File: src/rtl/led_ctrl_pkg.sv
// Shared definitions for the LED controller: channel mode codes and width helpers.
// Latency: none (definitions only).
// Backpressure: not applicable.
package led_ctrl_pkg;

    // Mode codes are shared with the host register map and the bench.
    typedef enum logic [1:0] {
        MODE_OFF   = 2'd0,
        MODE_ON    = 2'd1,
        MODE_BLINK = 2'd2,
        MODE_PWM   = 2'd3
    } mode_t;

    // Width of a field that indexes n items.
    // A single item still needs one bit so that the port exists.
    function automatic int idx_width(input int n);
        return (n > 1) ? $clog2(n) : 1;
    endfunction

endpackage

File: src/rtl/led_ctrl_if.sv
// Config write port of the LED controller: channel, mode and duty under valid/ready.
// Latency: none (wiring only).
// Backpressure: the slave holds cfg_ready low until it can accept writes.
interface led_ctrl_if
    import led_ctrl_pkg::*;
#(
    parameter int NUM_LEDS = 4,
    parameter int PWM_BITS = 8
);
    localparam int CHAN_W = idx_width(NUM_LEDS);

    logic                cfg_valid;
    logic                cfg_ready;
    logic [CHAN_W-1:0]   cfg_chan;
    logic [1:0]          cfg_mode;
    logic [PWM_BITS-1:0] cfg_duty;

    modport master (output cfg_valid, cfg_chan, cfg_mode, cfg_duty, input cfg_ready);
    modport slave  (input cfg_valid, cfg_chan, cfg_mode, cfg_duty, output cfg_ready);
endinterface

File: src/rtl/led_prescaler.sv
// Shared blink time base: clock divider producing a tick, and a tick counter toggling blink_phase.
// Latency: tick is combinational from div_cnt; blink_phase toggles on the edge ending the last tick of a half-period.
// Backpressure: none, free-running.
module led_prescaler #(
    parameter int DIV         = 10,
    parameter int BLINK_TICKS = 2
) (
    input  logic clk,
    input  logic rst_n,
    output logic tick,
    output logic blink_phase
);
    localparam int DIV_W = (DIV > 1) ? $clog2(DIV) : 1;
    localparam int BT_W  = (BLINK_TICKS > 1) ? $clog2(BLINK_TICKS) : 1;

    logic [DIV_W-1:0] div_cnt;
    logic [BT_W-1:0]  blink_cnt;

    assign tick = (div_cnt == DIV_W'(DIV - 1));

    // Clock divider: counts 0..DIV-1 and wraps.
    always_ff @(posedge clk or negedge rst_n) begin
        if (!rst_n) begin
            div_cnt <= '0;
        end else if (tick) begin
            div_cnt <= '0;
        end else begin
            div_cnt <= div_cnt + DIV_W'(1);
        end
    end

    // Blink half-period counter: advances on ticks, toggles the phase on wrap.
    always_ff @(posedge clk or negedge rst_n) begin
        if (!rst_n) begin
            blink_cnt   <= '0;
            blink_phase <= 1'b0;
        end else if (tick) begin
            if (blink_cnt == BT_W'(BLINK_TICKS - 1)) begin
                blink_cnt   <= '0;
                blink_phase <= ~blink_phase;
            end else begin
                blink_cnt <= blink_cnt + BT_W'(1);
            end
        end
    end
endmodule

File: src/rtl/led_ctrl.sv
// Multi-channel LED driver: per-channel OFF/ON/BLINK/PWM with shared free-running blink and PWM counters.
// Latency: a config write takes effect on the pins two edges after acceptance (state edge, then output register).
// Backpressure: cfg_ready is low only during reset and for the first clock after release; afterwards every write is accepted.
module led_ctrl
    import led_ctrl_pkg::*;
#(
    parameter int NUM_LEDS    = 4,
    parameter int PWM_BITS    = 8,
    parameter int CLK_HZ      = 100000000,
    parameter int TICK_HZ     = 1000,
    parameter int BLINK_TICKS = 250,
    parameter bit ACTIVE_LOW  = 1'b0
) (
    input  logic                clk,
    input  logic                rst_n,
    led_ctrl_if.slave           cfg,
    output logic [NUM_LEDS-1:0] led
);
    localparam int DIV    = CLK_HZ / TICK_HZ;
    localparam int CHAN_W = idx_width(NUM_LEDS);

    logic                blink_phase;
    logic                ready_q;
    logic                wr_en;
    logic [PWM_BITS-1:0] pwm_cnt;
    logic [NUM_LEDS-1:0] lit_vec;

    led_prescaler #(
        .DIV         (DIV),
        .BLINK_TICKS (BLINK_TICKS)
    ) u_prescaler (
        .clk         (clk),
        .rst_n       (rst_n),
        .tick        (),
        .blink_phase (blink_phase)
    );

    assign cfg.cfg_ready = ready_q;
    assign wr_en         = cfg.cfg_valid & ready_q;

    // Config port opens on the first clock after reset release and stays open.
    always_ff @(posedge clk or negedge rst_n) begin
        if (!rst_n) begin
            ready_q <= 1'b0;
        end else begin
            ready_q <= 1'b1;
        end
    end

    // Free-running PWM phase counter; mode changes never disturb it.
    always_ff @(posedge clk or negedge rst_n) begin
        if (!rst_n) begin
            pwm_cnt <= '0;
        end else begin
            pwm_cnt <= pwm_cnt + PWM_BITS'(1);
        end
    end

    // Per-channel storage; writes to channels beyond NUM_LEDS match no slot and are dropped.
    for (genvar i = 0; i < NUM_LEDS; i++) begin : g_chan
        mode_t               mode_q;
        logic [PWM_BITS-1:0] duty_q;
        logic                lit;

        // Mode and duty latch on an accepted write addressed to this channel.
        always_ff @(posedge clk or negedge rst_n) begin
            if (!rst_n) begin
                mode_q <= MODE_OFF;
                duty_q <= '0;
            end else if (wr_en && (cfg.cfg_chan == CHAN_W'(i))) begin
                mode_q <= mode_t'(cfg.cfg_mode);
                duty_q <= cfg.cfg_duty;
            end
        end

        // Lit decision from the channel mode and the shared counters.
        always_comb begin
            lit = 1'b0;
            case (mode_q)
                MODE_OFF:   lit = 1'b0;
                MODE_ON:    lit = 1'b1;
                MODE_BLINK: lit = blink_phase;
                MODE_PWM:   lit = (pwm_cnt < duty_q);
                default:    lit = 1'b0;
            endcase
        end

        assign lit_vec[i] = lit;
    end

    // Output register applies pin polarity; reset drives every pin inactive.
    always_ff @(posedge clk or negedge rst_n) begin
        if (!rst_n) begin
            led <= {NUM_LEDS{ACTIVE_LOW}};
        end else begin
            led <= lit_vec ^ {NUM_LEDS{ACTIVE_LOW}};
        end
    end
endmodule

File: src/flat_wrapper.sv
// flat-port wrapper written by rule: the top's interface ports become plain ports
module led_ctrl_flat import led_ctrl_pkg::*;
#(
    parameter int NUM_LEDS    = 4,
    parameter int PWM_BITS    = 8,
    parameter int CLK_HZ      = 100000000,
    parameter int TICK_HZ     = 1000,
    parameter int BLINK_TICKS = 250,
    parameter bit ACTIVE_LOW  = 1'b0
)
  (clk, rst_n, led, cfg_cfg_valid, cfg_cfg_chan, cfg_cfg_mode, cfg_cfg_duty, cfg_cfg_ready);
  led_ctrl_if #(.NUM_LEDS(NUM_LEDS), .PWM_BITS(PWM_BITS)) cfg_i ();
  input  logic clk;
  input  logic rst_n;
  output logic [NUM_LEDS-1:0] led;
  input wire logic [$bits(cfg_i.cfg_valid)-1:0] cfg_cfg_valid;
  input wire logic [$bits(cfg_i.cfg_chan)-1:0] cfg_cfg_chan;
  input wire logic [$bits(cfg_i.cfg_mode)-1:0] cfg_cfg_mode;
  input wire logic [$bits(cfg_i.cfg_duty)-1:0] cfg_cfg_duty;
  output wire logic [$bits(cfg_i.cfg_ready)-1:0] cfg_cfg_ready;
  assign cfg_i.cfg_valid = cfg_cfg_valid;
  assign cfg_i.cfg_chan = cfg_cfg_chan;
  assign cfg_i.cfg_mode = cfg_cfg_mode;
  assign cfg_i.cfg_duty = cfg_cfg_duty;
  assign cfg_cfg_ready = cfg_i.cfg_ready;
  led_ctrl #(.NUM_LEDS(NUM_LEDS), .PWM_BITS(PWM_BITS), .CLK_HZ(CLK_HZ), .TICK_HZ(TICK_HZ), .BLINK_TICKS(BLINK_TICKS), .ACTIVE_LOW(ACTIVE_LOW)) u_core (.clk(clk), .rst_n(rst_n), .cfg(cfg_i), .led(led));
endmodule
File: config.mk
export PLATFORM = sky130hd
export DESIGN_NAME = led_ctrl_flat
export DESIGN_NICKNAME = d
export VERILOG_FILES = /design/src/rtl/led_ctrl_pkg.sv /design/src/rtl/led_ctrl_if.sv /design/src/rtl/led_prescaler.sv /design/src/rtl/led_ctrl.sv /design/src/flat_wrapper.sv
export SDC_FILE = /design/constraint.sdc
export NUM_CORES = 1
export LEC_CHECK = 0
export ABC_AREA = 1
export BUFFER_PORTS_ARGS = -buffer_cell sky130_fd_sc_hd__buf_2
export CELL_PAD_IN_SITES_DETAIL_PLACEMENT = 0
export CELL_PAD_IN_SITES_GLOBAL_PLACEMENT = 1
export CORE_UTILIZATION = 43
export CTS_BUF_LIST = sky130_fd_sc_hd__clkbuf_8
export DETAILED_ROUTE_END_ITERATION = 12
export GPL_TIMING_DRIVEN = 1
export PLACE_DENSITY_LB_ADDON = 0.1
export SYNTH_ARGS = -nofsm -noshare
export SYNTH_HDL_FRONTEND = slang
export SYNTH_HIERARCHICAL = 1
export SYNTH_SLANG_ARGS = --single-unit
export TNS_END_PERCENT = 20
File: constraint.sdc
create_clock -name clk -period 1.3 [get_ports clk]
set_input_delay 0.13 -clock clk [delete_from_list [all_inputs] [get_ports clk]]
set_output_delay 0.13 -clock clk [all_outputs]
set_load 0.02 [all_outputs]
==> flow_metrics.tcl, run 1 <==
set metrics [dict create \
    drive_gt1_share_pct 23.7 \
    tns_ns -0.317 \
    max_stage_delay_ns 0.50 \
    cts_sinks 79 \
    required_ns 1.61 \
    die_h_um 104 \
    antenna_found_initial 0 \
    worstPathArrival_ns 1.65 \
    report.final.slew_viol_count 0 \
    place.gp.congestion 0.805 \
    powerDensity_nw_per_um2 958 \
    grt_pass1_wl_um 16600 \
    die-width_um 104 \
    first_global_vias 3561 \
    die_area_sq_um 10800 \
    n_antenna_cell 0 \
    dp_hpwl_um 6850 \
    violations "setup timing" \
    synth_cells 565 \
    rsz0062_at_grt "true" \
    ios 20 \
    placedInstanceArea_sq_um 5060 \
    yosysWarnings 6 \
    fmax_ghz 0.746 \
    ant_nets 0 \
    dr.pass1.iters 4 \
    portBuffers 19 \
    cts_buffers 9 \
    crit_path_max_fanout 5 \
    start_kind "register" \
    vdd_drop_max_uv 740 \
    crit_top_cell "nand3_1" \
    root_buffer "clkbuf_8" \
    hold_class "primary input to register" \
    areaGrowthSynthToFinish_pct 25.0 \
    synth.distinct_cells 34 \
    whs_ns 0.0280 \
    p_leak_nw 2.96 \
    globalRouteOverflowTotal 0 \
    slowest_stage "dfrtp_2" \
    setup_ws_ns -0.0404 \
    hold_viol 0 \
    grt_max_degree 80 \
    setup_viol 14 \
    seq_area_frac_synth_pct 44.1 \
    initialDrtViolationCount 165 \
    route.detailed.drc 0 \
    multi_input_area_sq_um 2310 \
    syn-mean-instance-area_sq_um 7.94 \
    vias 3649 \
    clockBufferDepth 2 \
    dpl_worst_slack_ns -0.132 \
    fillers 943 \
    num_rows 36 \
    status "finished, violations left" \
    cap_violations 0 \
    path_cells "ha_1 -> nand2_1 -> inv_1 -> nor2_1 -> o21a_1 -> nand3_1 -> nand3_1" \
    path_class "register to register" \
    core_region_area_sq_um 9950 \
    nNetsFinal 691 \
    clk_pin_slew_worst_paths_ns 0.07 \
    wire_per_inst_um 12.6 \
    ctsHtreeMaxLevel 3 \
    period_share_pct 103 \
    register_area_sq_um 1980 \
    start_util_pct 45.1 \
    routed_wl_um 9880 \
    fin_crit_ns 1.34 \
    cts_tree "built" \
    power_mw 5.37 \
    end_kind "register" \
    syn_nets 612 \
    stdcell_area_sq_um 5610 \
    final.setup_skew_ns 0.00862 \
    worstSkewPairLatency_ns 0.37 \
    avgViaCountPerCell 4.67 \
    syn_area_sq_um 4490 \
    track_usage_pct 19.7 \
    ys_ff_latch 79 \
]
final cells by class:
type,instances,share of cell area [%]
repair buffers,80,11.3
inverters,95,6.38
flip-flops and latches,79,35.4
clock inverters,7,0.491
multi-input cells,379,41.2
clock buffers,9,2.21
well taps,133,2.97
cell usage in the layout, fill, tap and decap left out, drive strengths merged, types with 2 or more instances in the layout:
master and count:
clkinv 2, nor2 66, xnor2 3, inv 100
o21ai 43, a21oi 9, or2 3, nand4 3
nor3 4, nand3b 2, o21a 4, xor2 15
buf 71, dfrtp 79, nand3 31, nand2 162
dlygate4sd3 9, ha 32, clkbuf 9
synth_stat cells:
cell type,count,share of area (%)
or2_2,3,0.42
xor2_1,15,2.9
o21ai_1,29,3.2
nand3_1,27,3.0
nor2_8,1,0.45
o21a_1,4,0.67
a21oi_2,1,0.20
nand4_2,1,0.28
dfrtp_1,79,44
xnor2_1,3,0.59
nor3_4,1,0.36
buf_6,3,0.75
nor3_2,1,0.22
conb_1,1,0.084
o21bai_1,1,0.17
nand3_2,3,0.67
clkinv_1,1,0.084
inv_1,90,7.5
nor3_1,2,0.22
nand3_4,1,0.39
buf_4,3,0.50
inv_2,4,0.33
nand4_1,2,0.28
nand3b_1,2,0.33
ha_1,32,8.9
o21ai_0,12,1.3
nor2_1,56,4.7
o21ai_2,2,0.39
nand2_1,155,13
a21oi_1,8,0.89
nor2_2,8,1.1
nand2_2,7,0.98
nor2_4,1,0.25
buf_2,6,0.67
sequential cells by signal, indices dropped and copies added, names as in the netlist:
name,cells
u_core/cfg.cfg_ready,1
u_core/g_chan.duty_q,32
u_core/g_chan.mode_q,8
u_core/led,4
u_core/pwm_cnt,8
u_core/u_prescaler/blink_cnt,8
u_core/u_prescaler/blink_phase,1
u_core/u_prescaler/div_cnt,17
worst max-delay path, delay by kind of cell (launching register included):
kind / cells / cell delay, ns
buffers and inverters: 1 / 0.03
AOI/OAI and AO/OA: 1 / 0.12
DFF: 1 / 0.50
and+or+nand+nor: 4 / 0.30
adders and majority gates: 1 / 0.34
repair_timing:
action,4_1_cts,5_1_grt
buffers inserted,1,4
resized for setup,16,35
hold buffers,9,0
endpoints found under the hold margin,87,0
setup endpoints to repair,21,27
pin swaps,8,16
cloned,1,0
worst paths after layout:
| kind | start | endpoint | slack [ns] | depth (start not counted) |
|---|---|---|---|---|
| setup reg to reg | u_core/pwm_cnt[7]$_DFF_PN0_ | u_core/led[3]$_DFF_PN0_ | -0.04 | 7 |
| hold / removal | cfg_cfg_duty[4] | u_core/g_chan[3].duty_q[4]$_DFFE_PN0P_ | 0.03 | 3 |
| max in group asynchronous | rst_n | u_core/pwm_cnt[7]$_DFF_PN0_ | 0.62 | 3 |
| setup / recovery | u_core/pwm_cnt[7]$_DFF_PN0_ | u_core/led[3]$_DFF_PN0_ | -0.04 | 7 |
| min in group asynchronous | rst_n | u_core/g_chan[1].duty_q[0]$_DFFE_PN0P_ | 0.32 | 3 |
| hold reg to reg | u_core/g_chan[0].duty_q[1]$_DFFE_PN0P_ | u_core/g_chan[0].duty_q[1]$_DFFE_PN0P_ | 0.49 | 2 |
power by group:
| group | leakage [nW] | internal (mW) | switching (mW) |
|---|---|---|---|
| registers | 1.00 | 2.73 | 0.139 |
| logic | 1.86 | 0.414 | 0.569 |
| clock network | 0.101 | 0.649 | 0.869 |
per-stage QoR:
stage          instances  utilization (%)
6_report             782             56.3
3_3_place_gp         751             50.8
5_1_grt              782             56.3
2_1_floorplan        565                -
3_5_place_dp         751             50.8
4_1_cts              778             53.8
kinds of logic (layout without fill, tap and decap cells):
logic type,after synthesis,count (layout),synth area share (%)
compound gates,57,57,6.89
xor+xnor,18,18,3.51
fa+ha+maj,32,32,8.93
buf+inv,107,191,9.87
flops,79,79,44.1
other cells,1,1,0.0836
simple gates,271,271,26.6
routing by layer:
layer / GRT usage, % / vias to the layer above / wire length, um
li1: - / 1899 / -
met5: 0 / - / 0
met3: 5.70 / 14 / 276
met4: 6.84 / 0 / 153
met1: 23.8 / 1699 / 4380
met2: 33.5 / 37 / 5070
(Power assumes the default switching activity.)
==> inputs of run 2 (changes only) <==
TNS_END_PERCENT = 10   (was 20)
==> run 2 against run 1 <==
Effect of this change: die area is the same; sequential cell count did not move; global-route usage stayed put; clock skew rose by 0.00062 ns; sequential power about the same; cell area did not move; clock power is essentially flat; the flow still finishes with violations (setup timing); critical path depth is the same; worst hold slack barely moved; power barely moved; critical endpoint unchanged.
==> flow_metrics.tcl, run 2 (synthesis results as in run 1) <==
set metrics [dict create \
    core_region_area_sq_um 9950 \
    ant_nets 0 \
    first_global_vias 3561 \
    path_class "register to register" \
    portBuffers 19 \
    fmax_ghz 0.746 \
    clockBufferDepth 2 \
    power.share.sequential_pct 53.4 \
    placedInstanceArea_sq_um 5060 \
    globalRouteOverflowTotal 0 \
    crit_path_max_fanout 5 \
    reg_top3 "u_core/g_chan.duty_q (32), u_core/u_prescaler/div_cnt (17)" \
    final.setup_skew_ns 0.00925 \
    largest_register_ffs 32 \
    avgViaCountPerCell 4.67 \
    end_kind "register" \
    clkPwrFrac_pct 28.2 \
    r2r_slack_ns -0.04 \
    status "finished, violations left" \
    p_int_mw 3.79 \
    report.final.slew_viol_count 0 \
    route.detailed.drc 0 \
    final_cell_mix "nand2_1, inv_1, dfrtp_1" \
    routed_wl_um 9880 \
    drive_gt1_share_pct 23.7 \
    cts_buffers 9 \
    use_met3_pct 5.70 \
    nNetsFinal 691 \
    hold_viol 0 \
    num_rows 36 \
    ctsHtreeMaxLevel 3 \
    fin_crit_ns 1.34 \
    wire_per_inst_um 12.6 \
    grt_max_degree 80 \
    initialDrtViolationCount 169 \
    areaGrowthSynthToFinish_pct 25.0 \
    register_area_sq_um 1980 \
    cap_violations 0 \
    top_usage_layer "met2" \
    powerDensity_nw_per_um2 957 \
    pwr-share-comb_pct 18.3 \
    setup_viol 14 \
    antenna_found_initial 0 \
    die_area_sq_um 10800 \
    grt_use_met2_pct 33.5 \
    worstPathArrival_ns 1.65 \
    use_met1_pct 23.8 \
    max_stage_delay_ns 0.50 \
    p_sw_share_pct 29.3 \
    root_buffer "clkbuf_8" \
    track_usage_pct 19.7 \
    vdd_drop_max_uv 740 \
    start_kind "register" \
    cts_sinks 79 \
    path_cells "ha_1 -> nand2_1 -> inv_1 -> nor2_1 -> o21a_1 -> nand3_1 -> nand3_1" \
    regMostFlops "u_core/g_chan.duty_q" \
    tns_ns -0.314 \
    stdcell_area_sq_um 5610 \
    p_leak_nw 2.96 \
    fillers 943 \
    clk_pin_slew_worst_paths_ns 0.07 \
    ios 20 \
    violations "setup timing" \
    vias 3652 \
    final_common_cell "nand2_1" \
    n_antenna_cell 0 \
    period_share_pct 103 \
    multi_input_area_sq_um 2310 \
    dp_hpwl_um 6850 \
    grt_pass1_wl_um 16600 \
    path_buf_inv 1 \
    die-width_um 104 \
    rsz0062_at_grt "true" \
    dpl_worst_slack_ns -0.132 \
    place.gp.congestion 0.805 \
    power_switching_mw 1.58 \
    start_util_pct 45.1 \
    crit_top_cell "nand3_1" \
    slowest_stage "dfrtp_2" \
    setup_ws_ns -0.0404 \
    dr.pass1.iters 4 \
    worstSkewPairLatency_ns 0.37 \
    power_mw 5.37 \
    critical-path-top-delay-family "flip-flops" \
    cts_tree "built" \
    fin_util_pct 56.3 \
    required_ns 1.61 \
    hold_class "primary input to register" \
    die_h_um 104 \
]
==> run 2: what timing repair did <==
item                       4_1_cts  5_1_grt
pin swaps                        8       16
cloned                           1        0
gates resized for setup         16       35
hold buffers                     9        0
hold endpoints to repair        87        0
setup endpoints to repair       21       27
buffers inserted                 1        4
==> run 2: cell type report <==
type / instances / area share [%]
timing repair buffer: 80 / 11.3
clock buffer: 9 / 2.21
sequential: 79 / 35.4
tap: 133 / 2.97
clock inverter: 7 / 0.491
multi-input combinational: 379 / 41.2
inverter: 95 / 6.38
==> run 2: worst min-delay path, stage by stage <==
cell     delay [ns]
buf_2          0.11
nand2_1        0.05
o21ai_0        0.07
==> run 2: final timing paths <==
kind	start	endpoint	depth (start not counted)
worst min register to register	u_core/g_chan[0].duty_q[1]$_DFFE_PN0P_	u_core/g_chan[0].duty_q[1]$_DFFE_PN0P_	2
worst max register to register	u_core/pwm_cnt[7]$_DFF_PN0_	u_core/led[3]$_DFF_PN0_	7
worst min-delay path	cfg_cfg_duty[4]	u_core/g_chan[3].duty_q[4]$_DFFE_PN0P_	3
worst max-delay path	u_core/pwm_cnt[7]$_DFF_PN0_	u_core/led[3]$_DFF_PN0_	7
min in group asynchronous	rst_n	u_core/g_chan[1].duty_q[0]$_DFFE_PN0P_	3
max in group asynchronous	rst_n	u_core/pwm_cnt[7]$_DFF_PN0_	3
==> run 2: metrics by stage <==
| step | cells | hold WS [ns] |
|---|---|---|
| after floorplan | 565 | -0.166 |
| after global placement | 751 | 0.200 |
| after detailed placement | 751 | 0.200 |
| after CTS | 778 | 0.0101 |
| after global routing | 782 | 0.0485 |
| final | 782 | 0.0280 |
==> run 2: routing by layer <==
layer	wire length [um]	vias up
li1	-	1899
met4	153	0
met1	4390	1702
met5	0	-
met2	5070	37
met3	270	14
==> run 2: power groups by stage <==
stage | combinational (mW) | clock [mW] | sequential, mW
after floorplan | 0.582 | 0 | 2.93
after global placement | 0.871 | 0 | 2.90
after detailed placement | 0.902 | 0 | 2.91
after CTS | 0.925 | 1.62 | 2.86
after global routing | 1.15 | 1.71 | 2.90
final | 0.983 | 1.52 | 2.87
==> inputs of run 3 (changes only) <==
PLACE_DENSITY = 0.9   (was unset)
PLACE_DENSITY_LB_ADDON = unset   (was 0.1)
SYNTH_HIERARCHICAL = unset   (was 1)
==> run 3 against run 2 <==
Effect of this change: the flow still finishes with violations (setup timing); combinational power fell by 8.5%; routed wire length fell by 13%; final cell count fell by 7.3%; power rose by 9.6%; critical path type unchanged.
==> flow_metrics.tcl, run 3 <==
set metrics [dict create \
    nNetsFinal 638 \
    violations "setup timing" \
    areaGrowthSynthToFinish_pct 22.3 \
    final.setup_skew_ns 0.0151 \
    synthTopCellsByCount "nand2_1, inv_1, dfrtp_1, o21ai_0, nor2_1" \
    route.detailed.drc 0 \
    critical-path-top-delay-family "flip-flops" \
    register_area_sq_um 1980 \
    synth_compound_area_share_pct 7.86 \
    pwr-share-comb_pct 15.3 \
    setup_ws_ns -0.120 \
    synth_top_area_cell "dfrtp_1" \
    crit_path_max_fanout 5 \
    largest_register_ffs 32 \
    tns_ns -0.313 \
    setup_viol 10 \
    p_sw_share_pct 26.4 \
    synth_simple_gate_area_share_pct 23.6 \
    dpl_worst_slack_ns -0.180 \
    syn_area_sq_um 4260 \
    max_stage_delay_ns 0.47 \
    ant_nets 0 \
    clk_pin_slew_worst_paths_ns 0.08 \
    synth_enable_flop_cells 0 \
    final_cell_mix "nand2_1, inv_1, dfrtp_1" \
    drive_gt1_share_pct 19.6 \
    vias 3449 \
    netlist.area_leader.share_pct 46.4 \
    slowest_stage "dfrtp_2" \
    root_buffer "clkbuf_8" \
    antenna_found_initial 0 \
    cts_buffers 9 \
    die_h_um 102 \
    ys_ff_latch 79 \
    final_common_cell "nand2_1" \
    cap_violations 0 \
    synth-xor-area-share_pct 3.49 \
    grt_max_degree 31 \
    end_kind "register" \
    crit_top_cell "nand3_1" \
    globalRouteOverflowTotal 0 \
    avgViaCountPerCell 4.76 \
    ctsHtreeMaxLevel 3 \
    worstSkewPairLatency_ns 0.35 \
    start_kind "register" \
    place.gp.congestion 0.864 \
    hold_class "primary input to register" \
    track_usage_pct 19.3 \
    regMostFlops "u_core.g_chan.duty_q" \
    fin_crit_ns 1.42 \
    status "finished, violations left" \
    wire_per_inst_um 11.8 \
    clockBufferDepth 2 \
    yosysWarnings 0 \
    routed_wl_um 8550 \
    path_cells "buf_4 -> ha_4 -> nand2_1 -> o21a_1 -> nand3_1 -> nand3_1" \
    initialDrtViolationCount 126 \
    report.final.slew_viol_count 0 \
    multi_input_area_sq_um 2030 \
    reg_top3 "u_core.g_chan.duty_q (32), u_core.u_prescaler.div_cnt (17)" \
    ios 20 \
    clkPwrFrac_pct 36.1 \
    synthMuxAreaShare_pct 0 \
    period_share_pct 109 \
    ys.flop_type "dfrtp_1" \
    portBuffers 19 \
    required_ns 1.54 \
    synth_top_family_by_area "simple AND/OR/NAND/NOR gates" \
    synth.most_common_cell "nand2_1" \
    hold_viol 0 \
    p_leak_nw 2.73 \
    fillers 864 \
    core_region_area_sq_um 9420 \
    synth_cells 529 \
    die_area_sq_um 10300 \
    dp_hpwl_um 6380 \
    synth.distinct_cells 27 \
    seq_area_frac_synth_pct 46.4 \
    power_mw 5.88 \
    syn-mean-instance-area_sq_um 8.06 \
    dr.pass1.iters 4 \
    first_global_vias 3424 \
    n_antenna_cell 0 \
    power.share.sequential_pct 48.7 \
    synthAdderAreaFrac_pct 9.39 \
    vdd_drop_max_uv 723 \
    rsz0062_at_grt "true" \
    syn_nets 576 \
    async_reset_ff_share_pct 100 \
    grt_pass1_wl_um 15400 \
    whs_ns 0.0102 \
    powerDensity_nw_per_um2 1130 \
    synth_area_leaders "dfrtp_1, nand2_1, ha_1" \
    cts_sinks 79 \
    start_util_pct 45.3 \
    worstPathArrival_ns 1.66 \
    cts_tree "built" \
    fmax_ghz 0.704 \
    num_rows 35 \
    path_class "register to register" \
    p_int_mw 4.33 \
    die-width_um 102 \
    power_switching_mw 1.55 \
    path_buf_inv 1 \
]
run 3: power groups by stage:
stage	Sequential, mW	Clock [mW]	Combinational [mW]
3_5_place_dp	2.91	0	0.873
4_1_cts	2.86	2.18	0.911
6_report	2.86	2.12	0.899
5_1_grt	2.90	2.30	1.07
2_1_floorplan	2.93	0	0.561
3_3_place_gp	2.90	0	0.837
run 3: layout make-up:
cell class	instances	share of cell area [%]
Sequential cell	79	38.0
Multi-Input combinational cell	346	39.0
Inverter	96	7.06
Clock buffer	12	3.17
Tap cell	129	3.10
Clock inverter	4	1.46
Timing Repair Buffer	59	8.21
run 3: cell families (layout without fill, tap and decap cells):
kind of cell    count (synthesis)  in the layout
flops                          79             79
compound gates                 64             64
simple gates                  232            232
buf+inv                       104            171
fa+ha+maj                      32             32
other cells                     1              1
xor+xnor                       17             17
run 3: final timing paths:
kind / depth (start not counted) / slack (ns) / endpoint / start
setup / recovery: 6 / -0.12 / u_core.led[0]$_DFF_PN0_ / u_core.pwm_cnt[7]$_DFF_PN0_
hold reg to reg: 2 / 0.49 / u_core.g_chan[0].duty_q[2]$_DFFE_PN0P_ / u_core.g_chan[0].duty_q[2]$_DFFE_PN0P_
max in group asynchronous: 3 / 0.58 / u_core.g_chan[1].duty_q[4]$_DFFE_PN0P_ / rst_n
min in group asynchronous: 2 / 0.24 / u_core.g_chan[2].duty_q[1]$_DFFE_PN0P_ / rst_n
setup reg to reg: 6 / -0.12 / u_core.led[0]$_DFF_PN0_ / u_core.pwm_cnt[7]$_DFF_PN0_
hold / removal: 3 / 0.01 / u_core.g_chan[3].duty_q[7]$_DFFE_PN0P_ / cfg_cfg_duty[7]
run 3: metrics by stage:
stage | cell area, sq um | std cells | util, %
after floorplan | 4260 | 529 | -
after global placement | 4770 | 702 | 50.7
after detailed placement | 4770 | 702 | 50.7
after CTS | 5130 | 721 | 54.5
after global routing | 5210 | 725 | 55.4
final | 5210 | 725 | 55.4
run 3: per-layer routing:
layer	share of wire, %	vias to the layer above	wire length, um	GRT usage, %
met1	44	1634	3780	23.7
met5	0	-	0	0
met4	1.4	0	117	5.46
met2	52	31	4410	34.1
met3	2.9	13	246	4.28
li1	-	1771	-	-
run 3: tightest hold or removal path, delay by kind of cell:
kind | cells | cell delay (ns)
AOI/OAI and AO/OA | 1 | 0.06
buffers and inverters | 1 | 0.09
and+or+nand+nor | 1 | 0.04
run 3: timing repair:
item	CTS	global route
gates resized for setup	26	15
pin swaps	7	6
endpoints found under the setup margin	22	31
setup buffers	1	4
hold buffers	2	0
endpoints found under the hold margin	24	0
